==> config.mk <==
export PLATFORM = sky130hd
export DESIGN_NAME = spi_master_byte
export DESIGN_NICKNAME = d
export VERILOG_FILES = /design/src/rtl/spi_master_byte_pkg.sv /design/src/rtl/spi_master_byte_shift.sv /design/src/rtl/spi_master_byte.sv
export SDC_FILE = /design/constraint.sdc
export NUM_CORES = 1
export LEC_CHECK = 0
export CAP_MARGIN = 40
export CORE_AREA = 5 5 61 63
export DETAILED_ROUTE_END_ITERATION = 12
export DIE_AREA = 0 0 66 68
export MAX_ROUTING_LAYER = met4
export PLACE_DENSITY = 0.72
export SKIP_CTS_REPAIR_TIMING = 1
export SLEW_MARGIN = 20
export SYNTH_ARGS = -nofsm -noshare
export SYNTH_HDL_FRONTEND = slang
export SYNTH_HIERARCHICAL = 1
export SYNTH_SLANG_ARGS = --single-unit
export TNS_END_PERCENT = 1
==> constraint.sdc <==
create_clock -name clk -period 3.4 [get_ports clk]
set_input_delay 0.51 -clock clk [delete_from_list [all_inputs] [get_ports clk]]
set_output_delay 0.51 -clock clk [all_outputs]
set_load 0.01 [all_outputs]
==> src/rtl/spi_master_byte_pkg.sv <==
// Shared types and constants for the byte-wide SPI master.
// Latency: n/a (declarations only).
// Backpressure: n/a.
package spi_master_byte_pkg;

  // Transfer sequencing: idle, clocking bits, one-cycle wrap-up.
  typedef enum logic [1:0] {
    ST_IDLE  = 2'd0,
    ST_SHIFT = 2'd1,
    ST_DONE  = 2'd2
  } state_t;

  // {CPOL, CPHA}: mode 0 idles SCLK low and samples on the rising edge.
  localparam logic [1:0] SPI_MODE0 = 2'b00;
  localparam logic       SCLK_IDLE = SPI_MODE0[1];

  localparam int DATA_W_DEF = 8;

  // One counter value per SCLK half-period across a whole transfer.
  function automatic int tick_cnt_w(input int data_w);
    return $clog2(2 * data_w);
  endfunction

endpackage

==> src/rtl/spi_master_byte_shift.sv <==
// Datapath for the SPI master: tx/rx shift registers, mosi register, half-period tick counter.
// Latency: load presents the first bit on mosi one clk later; each strobe acts in one clk.
// Backpressure: none; it only moves when the FSM strobes it.
module spi_master_byte_shift
  import spi_master_byte_pkg::*;
#(
  parameter int DATA_W    = DATA_W_DEF,
  parameter int MSB_FIRST = 1
) (
  input  logic              clk,
  input  logic              rst,
  input  logic              load,
  input  logic              tick_en,
  input  logic              sample,
  input  logic              shift_tx,
  input  logic              clear,
  input  logic [DATA_W-1:0] data_in,
  input  logic              miso,
  output logic              mosi,
  output logic [DATA_W-1:0] rx_byte,
  output logic              tick_odd,
  output logic              tick_last
);

  localparam int             TW        = tick_cnt_w(DATA_W);
  localparam logic [TW-1:0]  TICK_LAST = TW'(2 * DATA_W - 1);

  logic [TW-1:0]     tick_cnt;
  logic [DATA_W-1:0] tx_sh;
  logic [DATA_W-1:0] tx_nxt;
  logic [DATA_W-1:0] rx_sh;
  logic [DATA_W-1:0] rx_nxt;
  logic              first_bit;
  logic              next_bit;

  assign tick_odd  = tick_cnt[0];
  assign tick_last = (tick_cnt == TICK_LAST);
  assign rx_byte   = rx_sh;

  // Shift direction and bit selection follow the configured bit order.
  always_comb begin
    tx_nxt    = '0;
    rx_nxt    = '0;
    first_bit = 1'b0;
    next_bit  = 1'b0;
    if (MSB_FIRST != 0) begin
      tx_nxt    = {tx_sh[DATA_W-2:0], 1'b0};
      rx_nxt    = {rx_sh[DATA_W-2:0], miso};
      first_bit = data_in[DATA_W-1];
      next_bit  = tx_nxt[DATA_W-1];
    end else begin
      tx_nxt    = {1'b0, tx_sh[DATA_W-1:1]};
      rx_nxt    = {miso, rx_sh[DATA_W-1:1]};
      first_bit = data_in[0];
      next_bit  = tx_nxt[0];
    end
  end

  // Half-period counter; restarts on load and parks at the last tick instead of wrapping.
  always_ff @(posedge clk or negedge rst) begin
    if (!rst) begin
      tick_cnt <= '0;
    end else if (load) begin
      tick_cnt <= '0;
    end else if (tick_en && !tick_last) begin
      tick_cnt <= tick_cnt + TW'(1);
    end
  end

  // Transmit shifter and mosi: first bit at load, next bit on each non-final falling edge.
  always_ff @(posedge clk or negedge rst) begin
    if (!rst) begin
      tx_sh <= '0;
      mosi  <= 1'b0;
    end else if (load) begin
      tx_sh <= data_in;
      mosi  <= first_bit;
    end else if (shift_tx) begin
      tx_sh <= tx_nxt;
      mosi  <= next_bit;
    end else if (clear) begin
      mosi  <= 1'b0;
    end
  end

  // Receive shifter: miso captured on every rising SCLK edge.
  always_ff @(posedge clk or negedge rst) begin
    if (!rst) begin
      rx_sh <= '0;
    end else if (load) begin
      rx_sh <= '0;
    end else if (sample) begin
      rx_sh <= rx_nxt;
    end
  end

endmodule

==> src/rtl/spi_master_byte.sv <==
// Byte-wide SPI mode-0 master: drives SCLK/MOSI from ena_2clk ticks, samples MISO, reports busy.
// Latency: busy 1 clk after accepted start; 2*DATA_W ticks + 1 clk to rx_valid.
// Backpressure: start is ignored while busy; the controller waits for busy low between bytes.
module spi_master_byte
  import spi_master_byte_pkg::*;
#(
  parameter int DATA_W    = DATA_W_DEF,
  parameter int MSB_FIRST = 1
) (
  input  logic              clk,
  input  logic              rst,
  input  logic              ena_2clk,
  input  logic              start,
  input  logic [DATA_W-1:0] data_in,
  input  logic              miso,
  output logic              sclk,
  output logic              mosi,
  output logic              busy,
  output logic [DATA_W-1:0] data_out,
  output logic              rx_valid
);

  state_t            state;
  state_t            state_nxt;
  logic              load;
  logic              tick_en;
  logic              sample;
  logic              shift_tx;
  logic              fall;
  logic              finish;
  logic              tick_odd;
  logic              tick_last;
  logic [DATA_W-1:0] rx_byte;

  // State register.
  always_ff @(posedge clk or negedge rst) begin
    if (!rst) begin
      state <= ST_IDLE;
    end else begin
      state <= state_nxt;
    end
  end

  // Next state: start only matters in IDLE; the final falling tick ends the shift phase.
  always_comb begin
    state_nxt = state;
    case (state)
      ST_IDLE:  if (start) state_nxt = ST_SHIFT;
      ST_SHIFT: if (ena_2clk && tick_odd && tick_last) state_nxt = ST_DONE;
      ST_DONE:  state_nxt = ST_IDLE;
      default:  state_nxt = ST_IDLE;
    endcase
  end

  // Datapath strobes; a tick arriving with start in IDLE is dropped because tick_en needs SHIFT.
  always_comb begin
    load     = 1'b0;
    tick_en  = 1'b0;
    sample   = 1'b0;
    fall     = 1'b0;
    shift_tx = 1'b0;
    finish   = 1'b0;
    case (state)
      ST_IDLE:  load = start;
      ST_SHIFT: begin
        tick_en  = ena_2clk;
        sample   = ena_2clk && !tick_odd;
        fall     = ena_2clk && tick_odd;
        shift_tx = ena_2clk && tick_odd && !tick_last;
      end
      ST_DONE:  finish = 1'b1;
      default:  ;
    endcase
  end

  spi_master_byte_shift #(
    .DATA_W    (DATA_W),
    .MSB_FIRST (MSB_FIRST)
  ) u_shift (
    .clk       (clk),
    .rst       (rst),
    .load      (load),
    .tick_en   (tick_en),
    .sample    (sample),
    .shift_tx  (shift_tx),
    .clear     (finish),
    .data_in   (data_in),
    .miso      (miso),
    .mosi      (mosi),
    .rx_byte   (rx_byte),
    .tick_odd  (tick_odd),
    .tick_last (tick_last)
  );

  // SCLK rises on even ticks, falls on odd ticks, and is forced idle on completion.
  always_ff @(posedge clk or negedge rst) begin
    if (!rst) begin
      sclk <= SCLK_IDLE;
    end else if (sample) begin
      sclk <= ~SCLK_IDLE;
    end else if (fall || finish) begin
      sclk <= SCLK_IDLE;
    end
  end

  // busy is purely registered so start never reaches it combinationally.
  always_ff @(posedge clk or negedge rst) begin
    if (!rst) begin
      busy <= 1'b0;
    end else if (load) begin
      busy <= 1'b1;
    end else if (finish) begin
      busy <= 1'b0;
    end
  end

  // Received byte is published once per transfer with a one-cycle valid pulse.
  always_ff @(posedge clk or negedge rst) begin
    if (!rst) begin
      data_out <= '0;
      rx_valid <= 1'b0;
    end else begin
      rx_valid <= finish;
      if (finish) begin
        data_out <= rx_byte;
      end
    end
  end

endmodule
* Yosys cells after proc, flatten, opt, wreduce, memory -nomap -nowiden
Cells that the tools add are included.
** Word-level totals
- Output and inout bits :: 12
- Logic and storage cells :: 52
- Register bits :: 33
- Input bits :: 13
** Cells by class
- Reductions and logical operators :: 16
- Add/subtract/negate cells :: 1
- Eq/ne operators :: 5
- Muxes and demuxes :: 21
** Operators by type and width (count)
- 2-to-1 mux 8 bit :: 2
- 2-to-1 mux 7 bit :: 2
- 2-to-1 mux 1 bit :: 12
- nonzero test 2 bit :: 5
- 2-to-1 mux 4 bit :: 2
- logical AND 1 bit :: 5
- adder 4 x 1 -> 4 bit (second input constant) :: 1
- == test 4 bit (second input constant) :: 1
- 2-to-1 mux 2 bit :: 2
- != test 2 bit (second input constant) :: 2
- case mux 2 bit (2 select lines) :: 1
- nonzero test 3 bit :: 1
- == test 2 x 1 -> 1 bit (second input constant) :: 1
- == test 2 bit (second input constant) :: 1
- logical NOT 1 bit :: 2
- logical NOT 2 bit :: 1
- AND reduction 2 bit :: 1
- logical OR 1 bit :: 1

* Logic depth before layout (Yosys ltp)
- Word-level depth :: 6
- Depth in mapped cells :: 7
- Gate-level depth less buffers :: 6

* Hierarchy
The synthesis kept the hierarchy.
** Modules (own cells, without submodules)
- spi_master_byte_shift :: times used 1, area each 912.1 sq um, sequential area each 500.5 sq um, cells an instance 82
- spi_master_byte :: times used 1, area each 533.0 sq um, sequential area each 325.3 sq um, cells an instance 37

* Worst setup path before layout
OpenSTA, ideal clock, no wires.
- Path kind :: flip-flop to flip-flop
- Start :: reg u_shift.tick_cnt[0]
- End :: reg u_shift.mosi
- Slack :: 1.710 ns
- Path buffers :: 1
- Data arrival time :: 1.563 ns
- Cell stages (with the launch flop) :: 8
- Library setup time :: 0.127 ns
- Required time :: 3.273 ns
- Period minus slack after synthesis :: 1.690 ns
- Path through :: dfrtp_1 > ha_1 > and3_4 > nor4b_1 > buf_2 > nor2_1 > a22oi_1 > o21ai_0
** Between the ends
- Word-level cells in the longest chain between the ends :: 6
- Elaborated cells on any way between the ends :: 8
- Those cells by class :: 1 x eq/ne; 3 x mux; 4 x reduce/logical
** RTL lines
- from (decl) :: line spi_master_byte_shift.sv:28 : logic [TW-1:0] tick_cnt;
- from (signal assigned) :: line spi_master_byte_shift.sv:66 : tick_cnt <= tick_cnt + TW'(1);
- == test 4 bit (*) :: line spi_master_byte_shift.sv:37 : assign tick_last = (tick_cnt == TICK_LAST);
- net tick_last :: line spi_master_byte.sv:32 : logic tick_last;
- logical NOT 1 bit (*) :: line spi_master_byte.sv:69 : shift_tx = ena_2clk && tick_odd && !tick_last;
- logical AND 1 bit (*) :: line spi_master_byte.sv:69
- 2-to-1 mux 1 bit (*) :: line spi_master_byte.sv:63 : case (state)
- net shift_tx :: line spi_master_byte.sv:28 : logic shift_tx;
- 2-to-1 mux 1 bit :: line spi_master_byte_shift.sv:78 : end else if (shift_tx) begin
- 2-to-1 mux 1 bit :: line spi_master_byte_shift.sv:75 : end else if (load) begin
- to (signal assigned) :: line spi_master_byte_shift.sv:77 : mosi <= first_bit;
- to (signal assigned) :: line spi_master_byte_shift.sv:80 : mosi <= next_bit;
- to (decl) :: line spi_master_byte_shift.sv:19 : output logic mosi,
Mark *: on every way through the listed nets, which the timed path passes. The rest lies on a longest branch.
A chain may end at the register's enable or synchronous reset.

* Final worst setup path
Ends and elaborated chain as after synthesis.

==> summary.md <==
| Metric | Value |
|---|---|
| Slew headroom | `58.6%` |
| Cell family with most CP delay | `simple AND/OR/NAND/NOR gates` |
| Power Dens Cells | `701 mW/mm²` |
| Storage element area | `826 µm²` |
| Multi-input logic area | `582 µm²` |
| Global route overflow | `0` |
| Max Slew Vio Count | `0` |
| Mapped Cells | `119` |
| CP Max Fanout | `9` |
| Post-synth top flop | `dfrtp_1` |
| Fmax | `543 MHz` |
| Nets | `162` |
| Clock skew | `0.00768 ns` |
| Largest net degree at the start of global routing | `34` |
| Starting DRT DRC Count | `32` |
| Worst-path cell chain | `ha_1 -> and3_4 -> nor4b_2 -> buf_4 -> nor2_1 -> a22oi_1 -> o21ai_0` |
| Post-Route Setup TNS | `0 ns` |
| Critical path capture point type | `register` |
| Std cell rows | `21` |
| Sequential share of the synthesized area | `57.1%` |
| MaxCap Viol Count | `0` |
| Num ports | `25` |
| Clk pwr share | `21.6%` |
| First-pass GRT wire length | `4.37 mm` |
| HP Start | `data_out[2]` |
| H-tree Lvls | `2` |
| Synth cell types | `26` |
| Hold path endpoint | `data_out[2]` |
| CP peak stage delay | `0.45 ns` |
| # diodes | `0` |
| Leading cell type in the layout, fill and taps excluded | `dfrtp_1` |
| Final Power | `1.27 mW` |
| Fin crit share | `54.1%` |
| Startpoint types | `register` |
| Slew @ Worst Pin | `0.619 ns` |
| Initial antenna violation count | `0` |
| Cell at the slowest stage of the critical path | `dfrtp_1` |
| Worst Setup SP | `u_shift/tick_cnt[0]` |
| Vias | `952` |
| Worst hold path depth | `1` |
| Final ANT Viol Nets | `0` |
| Design Area, Final | `0.00182 mm²` |
| Routed WL | `2.60 mm` |
| WS Path Type | `register to register` |
| Fin crit period | `1.84 ns` |
| Drt first pass iters | `4` |
| Worst r2r src | `u_shift/tick_cnt[0]` |
| Post-synth EDFFs | `0` |
| DRC | `0` |
| Clk root buf | `clkbuf_4` |
| Seq pwr share | `48.0%` |
| Most frequent cells in the layout | `dfrtp_1 (33), clkdlybuf4s50_1 (24), mux2i_1 (15)` |
| WP data required | `3.58 ns` |
| Synth warn | `6` |
| Net Sw Power | `0.396 mW` |
| CTS tree | `built` |
| Placement Cell Area | `0.00174 mm²` |
| Critical R2R Capture | `u_shift/mosi` |
| HPWL Detailed | `1.88 mm` |
| Die extent in y | `68 µm` |
| Tot GR Track Use | `13.9%` |
| Sw Ratio | `31.1%` |
| Vias in the first global route | `964` |
| Initial core utilization | `45.5%` |
| CTS max path bufs | `2` |
| Placer Congestion | `0.737` |
| Fill count | `283` |
| Worst-skew pair later-pin latency | `0.33 ns` |
| Post-Syn Nets | `133` |
| Post-Syn Area | `0.00145 mm²` |
| Clk pin slew, worst setup/hold paths | `0.10 ns` |
| Area Growth Syn to Fin | `25.6%` |
| R2r worst-path depth | `7` |
| Final setup viols | `0` |
| Bufs and invs on worst path | `1` |
| Synth async-reset ratio | `100%` |
| Die W | `66 µm` |
| Gate power share | `30.3%` |
| RSZ-0062 raised after global routing | `false` |
| Pleak | `0.811 nW` |
| Critical Path AT | `2.02 ns` |
| Num CTS Buffers | `5` |
| Final hold violation count | `0` |
| R2r setup slk | `1.56 ns` |
| Status | `completed` |
| Cell-internal power | `0.877 mW` |
| Synthesized flop and latch total | `33` |
| Detailed-route wire length per cell | `13.4 µm` |
| Core box area | `0.00318 mm²` |
| Avg Cell Area, Syn | `12.1 µm²` |
| Clock sinks | `33` |
| Vias per cell | `4.91` |
| Die area | `0.00449 mm²` |
| Hold WS | `0.514 ns` |
| Worst IR Drop VDD | `0.392 mV` |
| Port buffer count | `24` |
| Worst Hold Class | `register to register` |
| Layout cells sized above 1 | `18.9%` |
## cells in the mapped netlist, types with 2 or more instances
| cell type | instances | area, µm² |
|---|---|---|
| mux2_2 | 8 | 90.1 |
| inv_1 | 2 | 7.51 |
| nand2_1 | 10 | 37.5 |
| nor2b_4 | 2 | 27.5 |
| nor2_1 | 12 | 45.0 |
| nand2b_1 | 4 | 25.0 |
| dfrtp_1 | 33 | 826 |
| buf_2 | 5 | 25.0 |
| nor3_1 | 2 | 10.0 |
| mux2i_1 | 15 | 150 |
| a21oi_1 | 3 | 15.0 |
| o21ai_0 | 9 | 45.0 |
## routing by layer
| layer | up-vias | routed length (µm) | track usage, % |
|---|---|---|---|
| met2 | 21 | 1220 | 20.7 |
| met1 | 450 | 1190 | 16.0 |
| li1 | 472 | - | - |
| met3 | 9 | 110 | 4.76 |
| met5 | - | 0 | - |
| met4 | 0 | 78 | 9.14 |
## cell type report
class | count | share of cell area (%)
timing repair buffer | 28 | 14.9
inverter | 2 | 0.414
clock buffer | 5 | 2.07
tap | 46 | 3.17
multi-input combinational | 78 | 32.0
sequential | 33 | 45.5
clock inverter | 2 | 1.93
## worst reg2reg max path: stages (launching register included)
cell	delay, ns
dfrtp_1	0.45
ha_1	0.26
and3_4	0.18
nor4b_2	0.25
buf_4	0.22
nor2_1	0.07
a22oi_1	0.16
o21ai_0	0.10
## power by group through the flow
| stage | registers, mW | logic, mW | clock network, mW |
|---|---|---|---|
| after floorplan | 0.600 | 0.269 | 0 |
| after CTS | 0.613 | 0.391 | 0.288 |
| after detailed placement | 0.621 | 0.388 | 0 |
| after global placement | 0.612 | 0.373 | 0 |
| final | 0.612 | 0.386 | 0.276 |
| after global routing | 0.631 | 0.428 | 0.303 |
## worst max-delay path by stage
stage	end	slack [ns]	cells past startpoint
floorplan	u_shift/mosi	1.71	7
global route	u_shift/mosi	1.42	7
CTS	u_shift/mosi	1.57	7
global placement	u_shift/tx_sh[0]	1.29	6
finish	u_shift/mosi	1.56	7
detailed placement	u_shift/tx_sh[0]	1.26	6
## kinds of logic after synthesis
family	share of synthesized area (%)
multiplexers	17.7
adder cells (fa/ha/maj)	0.866
buffers and inverters	3.03
AO/OA/AOI/OAI	6.15
flip-flops	57.1
AND/OR/NAND/NOR	15.2
## registers in the layout, indices dropped and copies added (netlist names)
signal            flops
u_shift/tx_sh         7
busy                  1
data_out              8
sclk                  1
state                 2
rx_valid              1
u_shift/mosi          1
u_shift/tick_cnt      4
u_shift/rx_byte       8
## per-stage QoR
| step | worst slack (ns) | cells | util, % |
|---|---|---|---|
| final | 1.56 | 194 | 57.1 |
| after global routing | 1.42 | 194 | 57.1 |
| after CTS | 1.57 | 194 | 57.1 |
| after detailed placement | 1.26 | 187 | 54.8 |
| after global placement | 1.29 | 187 | 54.8 |
| after floorplan | 1.71 | 119 | - |
Power figures use the tool's default switching activity.
